<file path="config.mk">
export PLATFORM = sky130hd
export DESIGN_NAME = serial_frame_ctrl
export DESIGN_NICKNAME = d
export VERILOG_FILES = /design/src/rtl/serial_frame_pkg.sv /design/src/rtl/serial_frame_ctrl_counter.sv /design/src/rtl/serial_frame_ctrl.sv
export SDC_FILE = /design/constraint.sdc
export NUM_CORES = 1
export LEC_CHECK = 0
export CAP_MARGIN = 40
export CORE_UTILIZATION = 49
export DETAILED_ROUTE_END_ITERATION = 10
export GPL_TIMING_DRIVEN = 0
export PLACE_DENSITY = 0.73
export SLEW_MARGIN = 20
export SYNTH_ARGS = -nofsm -noshare
export SYNTH_HDL_FRONTEND = slang
export SYNTH_HIERARCHICAL = 1
export SYNTH_SLANG_ARGS = --single-unit
</file>
<file path="constraint.sdc">
create_clock -name clk -period 2.95 [get_ports clk]
set_clock_uncertainty 0.05 [all_clocks]
set_input_delay 0.4425 -clock clk [delete_from_list [all_inputs] [get_ports clk]]
set_output_delay 0.4425 -clock clk [all_outputs]
set_load 0.005 [all_outputs]
</file>
<file path="src/rtl/serial_frame_pkg.sv">
// Shared parameters and state encoding for the serial frame receive controller.
package serial_frame_pkg;

  localparam logic [3:0] PREAMBLE_DEF = 4'b0111;
  localparam int         HDR_W_DEF    = 3;
  localparam int         BYTE_W_DEF   = 8;

  typedef enum logic [2:0] {
    HUNT = 3'd0,
    HDR  = 3'd1,
    DATA = 3'd2,
    DONE = 3'd3
  } state_e;

endpackage

</file>
<file path="src/rtl/serial_frame_ctrl_counter.sv">
// Modulo-N up counter with clear; last flags the terminal count N-1.
module frame_mod_counter #(
  parameter int N = 8,
  localparam int W = (N > 1) ? $clog2(N) : 1
) (
  input  logic         clk,
  input  logic         rst,
  input  logic         clr,
  input  logic         inc,
  output logic [W-1:0] cnt,
  output logic         last
);

  logic [W-1:0] cnt_q;

  assign last = (cnt_q == W'(N - 1));
  assign cnt  = cnt_q;

  always_ff @(posedge clk) begin
    if (rst || clr) begin
      cnt_q <= '0;
    end else if (inc) begin
      cnt_q <= last ? '0 : cnt_q + W'(1);
    end
  end

endmodule

</file>
<file path="src/rtl/serial_frame_ctrl.sv">
// Receive sequencer: hunts for the preamble, latches the length header,
// forwards and assembles payload bytes, then flags end of frame.
module serial_frame_ctrl
  import serial_frame_pkg::*;
#(
  parameter logic [3:0] PREAMBLE = PREAMBLE_DEF,
  parameter int         HDR_W    = HDR_W_DEF,
  parameter int         BYTE_W   = BYTE_W_DEF
) (
  input  logic              clk,
  input  logic              rst,
  input  logic              en,
  input  logic              serin,
  output logic              serout,
  output logic              out_valid,
  output logic              detect,
  output logic [HDR_W-1:0]  hdr,
  output logic [BYTE_W-1:0] byte_out,
  output logic              byte_strb,
  output logic              done,
  output logic [2:0]        state
);

  localparam int HCW = (HDR_W > 1) ? $clog2(HDR_W) : 1;
  localparam int BCW = (BYTE_W > 1) ? $clog2(BYTE_W) : 1;
  localparam logic [HCW-1:0] HDR_TOP = HCW'(HDR_W - 1);
  localparam logic [BCW-1:0] BIT_TOP = BCW'(BYTE_W - 1);

  state_e              state_q;
  logic [2:0]          preSr_q;
  logic [HDR_W-1:1]    hdrSr_q;
  logic [BYTE_W-1:1]   byteSr_q;
  logic [HDR_W-1:0]    byteCnt_q;
  logic [HDR_W-1:0]    hdr_q;
  logic [BYTE_W-1:0]   byteOut_q;
  logic                serout_q;
  logic                outValid_q;
  logic                detect_q;
  logic                byteStrb_q;
  logic                done_q;

  logic [3:0]          preSr_d;
  logic [HDR_W-1:0]    hdrWord_d;
  logic [BYTE_W-1:0]   byteWord_d;

  logic [HCW-1:0]      hdrCnt;
  logic                hdrLast;
  logic [BCW-1:0]      bitCnt;
  logic                bitLast;

  assign preSr_d    = {preSr_q, serin};
  assign hdrWord_d  = {hdrSr_q, serin};
  assign byteWord_d = {byteSr_q, serin};

  frame_mod_counter #(.N(HDR_W)) u_hdrCnt (
    .clk  (clk),
    .rst  (rst),
    .clr  (!en || (state_q != HDR)),
    .inc  (en && (state_q == HDR)),
    .cnt  (hdrCnt),
    .last (hdrLast)
  );

  frame_mod_counter #(.N(BYTE_W)) u_bitCnt (
    .clk  (clk),
    .rst  (rst),
    .clr  (!en || (state_q != DATA)),
    .inc  (en && (state_q == DATA)),
    .cnt  (bitCnt),
    .last (bitLast)
  );

  // Pulses and the payload echo default low so every state other than DATA drives them to 0.
  always_ff @(posedge clk) begin
    if (rst) begin
      state_q    <= HUNT;
      preSr_q    <= '0;
      hdrSr_q    <= '0;
      byteSr_q   <= '0;
      byteCnt_q  <= '0;
      hdr_q      <= '0;
      byteOut_q  <= '0;
      serout_q   <= 1'b0;
      outValid_q <= 1'b0;
      detect_q   <= 1'b0;
      byteStrb_q <= 1'b0;
      done_q     <= 1'b0;
    end else begin
      serout_q   <= 1'b0;
      outValid_q <= 1'b0;
      detect_q   <= 1'b0;
      byteStrb_q <= 1'b0;
      done_q     <= 1'b0;
      if (!en) begin
        state_q   <= HUNT;
        preSr_q   <= '0;
        byteCnt_q <= '0;
      end else begin
        case (state_q)
          HUNT: begin
            if (preSr_d == PREAMBLE) begin
              state_q  <= HDR;
              detect_q <= 1'b1;
              preSr_q  <= '0;
            end else begin
              preSr_q <= preSr_d[2:0];
            end
          end
          HDR: begin
            if (hdrLast) begin
              hdr_q     <= hdrWord_d;
              byteCnt_q <= '0;
              state_q   <= DATA;
            end else begin
              hdrSr_q[HDR_TOP - hdrCnt] <= serin;
            end
          end
          DATA: begin
            serout_q   <= serin;
            outValid_q <= 1'b1;
            if (bitLast) begin
              byteOut_q  <= byteWord_d;
              byteStrb_q <= 1'b1;
              if (byteCnt_q == hdr_q) begin
                state_q <= DONE;
              end else begin
                byteCnt_q <= byteCnt_q + HDR_W'(1);
              end
            end else begin
              byteSr_q[BIT_TOP - bitCnt] <= serin;
            end
          end
          DONE: begin
            done_q  <= 1'b1;
            state_q <= HUNT;
          end
          default: begin
            state_q <= HUNT;
          end
        endcase
      end
    end
  end

  assign serout    = serout_q;
  assign out_valid = outValid_q;
  assign detect    = detect_q;
  assign hdr       = hdr_q;
  assign byte_out  = byteOut_q;
  assign byte_strb = byteStrb_q;
  assign done      = done_q;
  assign state     = state_q;

endmodule

</file>
==> flow_summary.yaml <==
min_path:
  timing.hold.worst.start: "byte_out[0]"
  hp-class: "register to register"
finish:
  design.final.nets: 219
  fill_cells: 292
  areaGrowthSynthToFinish_pct: 18.38
  antenna_cells: 0
  design_area_sq_mm: 0.001974
  drive_gt1_share_pct: 6.763
grt:
  grt.total_usage_pct: 20.75
  antenna_found_initial: 0
  grt_pass1_vias: 1256
  overflow: 0
  grt_pass1_wl_um: 5568
  grt_max_degree: 12
detailed_routing:
  first_pass_iters: 5
  viasPerCell: 5.223
  drt-wirelength-per-cell_um: 12.84
  ant_nets: 0
  drc: 0
  drt_iter0_drc: 48
  vias: 1311
  wl_um: 3224
clocking:
  clk_latency_ps: 340
  numCtsBuffers: 5
  cts_hold_buf: 0
  post_cts_buffers: 0
  path_clk_slew_ps: 110
  h-tree-depth: 2
  tritoncts: "yes"
  post_cts_resized: 0
  cts.path.max_buffers: 2
  cts_root_buffer: "clkbuf_4"
  clock-sinks: 38
logic_synthesis:
  syn_avg_cell_area_sq_um: 9.215
  synthAdderAreaFrac_pct: 5.251
  synth_top_family_by_area: "simple AND/OR/NAND/NOR gates"
  postSynthCellCount: 181
  synthSimpleGateAreaFrac_pct: 26.56
  synth_compound_area_share_pct: 9.377
  muxShareOfSynthArea_pct: 8.402
  ys_types: 37
  yosysSeqAreaShare_pct: 45.61
  syn-num-nets: 192
  ys_ff_latch: 38
  yosys_warnings: 6
  synthXorXnorAreaFrac_pct: 1.575
  synth_area_sq_mm: 0.001668
floorplanning:
  die_x_um: 60.34
  die_y_um: 60.34
  placement_rows: 20
  die_area_sq_mm: 0.003641
  initial_core_util_pct: 52.90
  ios: 23
  coreArea_sq_mm: 0.003153
sta:
  fin_setup_tns_ps: 0
  setup_violations: 0
  tightest_slew_ps: 521.1
  grt_setup_unrepaired: "false"
  relSlewSlack_pct: 65.13
  timing.fmax_mhz: 493.7
  slew_viol_final: 0
  hold_viol: 0
  holdWs_ps: 407.5
  post-route-period-util_pct: 68.66
  fin_crit_ps: 2026
pwr:
  peakVddDrop_mv: 0.3071
  powerDensity_mw_per_mm2: 403.7
  report.power.total_w: 0.0007972
  total_leakage_power_nw: 0.7243
place:
  dp_hpwl_um: 2485
  postPlaceCellArea_sq_mm: 0.001923
  port_buffers: 20
  gp_congestion: 0.7626
worst_setup_path:
  worstReg2RegStart: "u_bitCnt/cnt[1]"
  crit_family: "flip-flops"
  path_max_fanout: 9
  crit_type: "register to register"
  cp.required_ps: 3180
  crit_top_cell: "ha_1"
  max_stage_delay_ps: 470
  endpoint_kind: "register"
  cp_num_buf_inv: 1
  crit_path_cell_trace: "ha_1, ha_1, inv_2, a211o_1, or4b_1, a21oi_1"
  critPathLaunchType: "register"
  cp_slowest_cell: "dfxtp_1"
  worst_ep_arrival_time_ps: 2250
  critPathLaunch: "u_bitCnt/cnt[1]"
run_status:
  status: "finished clean"
flow_run:
  cap_violations: 0
[report_power, final]
group / total [W] / internal [W] / switching (W)
logic: 0.0000214 / 0.00000685 / 0.0000145
registers: 0.000514 / 0.000514 / 0.000000668
clock network: 0.000262 / 0.000107 / 0.000154
[synth_stat cells]
| cell | n | share of area [%] |
|---|---|---|
| nand4_1 | 1 | 0.38 |
| clkbuf_1 | 4 | 0.90 |
| and2_1 | 3 | 1.1 |
| nand3b_1 | 4 | 1.8 |
| nor2b_1 | 3 | 1.1 |
| nand3_1 | 4 | 1.2 |
| nor2b_4 | 1 | 0.83 |
| and4bb_2 | 1 | 0.75 |
| nor3b_1 | 2 | 0.90 |
| dfxtp_1 | 38 | 46 |
| conb_1 | 1 | 0.22 |
| nand2_1 | 24 | 5.4 |
| xnor2_1 | 3 | 1.6 |
| nand2b_1 | 5 | 1.9 |
| o21a_1 | 1 | 0.45 |
| buf_4 | 1 | 0.45 |
| and4_4 | 1 | 0.68 |
| inv_2 | 1 | 0.22 |
| a211o_1 | 1 | 0.53 |
| mux2i_1 | 14 | 8.4 |
| or3_1 | 1 | 0.38 |
| a21oi_1 | 12 | 3.6 |
| nand4bb_1 | 1 | 0.68 |
| nor2_1 | 20 | 4.5 |
| or3b_1 | 2 | 1.1 |
| nor4b_1 | 1 | 0.53 |
| buf_2 | 1 | 0.30 |
| nor3_1 | 4 | 1.2 |
| a211oi_2 | 2 | 1.5 |
| o211ai_1 | 1 | 0.45 |
| nand4b_1 | 3 | 1.6 |
| inv_1 | 5 | 1.1 |
| o21ai_0 | 2 | 0.60 |
| a211oi_1 | 2 | 0.90 |
| or4b_1 | 1 | 0.60 |
| ha_1 | 7 | 5.3 |
| a22oi_1 | 3 | 1.4 |
[worst min-delay path, delay by kind of cell, from the launching register on]
kind	cells	cell delay, ps
flip-flops	1	320
AO/OA/AOI/OAI	1	50
AND/OR/NAND/NOR	1	50
[layer usage]
| layer | routed length [um] | track usage, % | vias to the layer above |
|---|---|---|---|
| met2 | 1559 | 34.85 | 21 |
| li1 | - | - | 674 |
| met5 | 0 | 0 | - |
| met1 | 1489 | 25.91 | 605 |
| met4 | 67 | 7.641 | 0 |
| met3 | 106 | 4.904 | 11 |
[path summary, 6_finish.rpt]
check | to | slack [ps] | cells past startpoint
worst max-delay path | byteCnt_q[0] | 920 | 6
worst min-delay path | byte_out[0] | 410 | 2
worst max register to register | byteCnt_q[0] | 920 | 6
worst min register to register | byte_out[0] | 410 | 2
[flip-flops by register name, indices dropped and copies added, names as in the netlist, 2 cells and up]
signal	flops
state	2
u_hdrCnt/cnt	2
hdr	3
byteCnt_q	3
u_bitCnt/cnt	3
byteSr_q	7
byte_out	8
hdrSr_q	2
preSr_q	3
[placed cells by master (no fill, tap or decap), types with 2 or more instances in the layout]
cell	Yosys	layout
nor2b_1	3	3
nand3_1	4	4
xnor2_1	3	3
nand3b_1	4	4
a22oi_1	3	3
nor3_1	4	4
nand2_1	24	24
nand4b_1	3	3
nor2_1	20	20
dfxtp_1	38	38
a21oi_1	12	12
clkdlybuf4s50_1	0	20
clkbuf_1	4	4
o21ai_0	2	2
mux2i_1	14	14
ha_1	7	7
a211oi_1	2	2
a211oi_2	2	2
nand2b_1	5	5
inv_1	5	5
and2_1	3	3
clkbuf_4	0	5
or3b_1	2	2
nor3b_1	2	2
[cell families after synthesis]
kind of cell	count (synthesis)
AO/OA/AOI/OAI	24
XOR/XNOR	3
adder cells (fa/ha/maj)	7
buffers and inverters	12
flip-flops	38
multiplexers	14
other	1
AND/OR/NAND/NOR	82
[stage by stage]
| step | cells | utilization [%] | setup WS (ps) |
|---|---|---|---|
| 3_5_place_dp | 245 | 60.99 | 860.7 |
| 2_1_floorplan | 181 | - | 1093 |
| 6_report | 251 | 62.62 | 924.5 |
| 4_1_cts | 251 | 62.62 | 928.6 |
| 5_1_grt | 251 | 62.62 | 787.7 |
| 3_3_place_gp | 245 | 60.99 | 892.4 |
[cell type report]
class                   instances  area [sq um]  share of cell area [%]
repair buffers                 20         200.2                   10.14
flip-flops and latches         38         760.7                   38.53
multi-input cells             131         857.1                   43.41
plain buffers                   6         27.53                   1.394
well taps                      44         55.05                   2.788
inverters                       6         22.52                   1.141
clock buffers                   6         51.30                   2.598
Note: power is estimated with default switching activity, not from simulation.
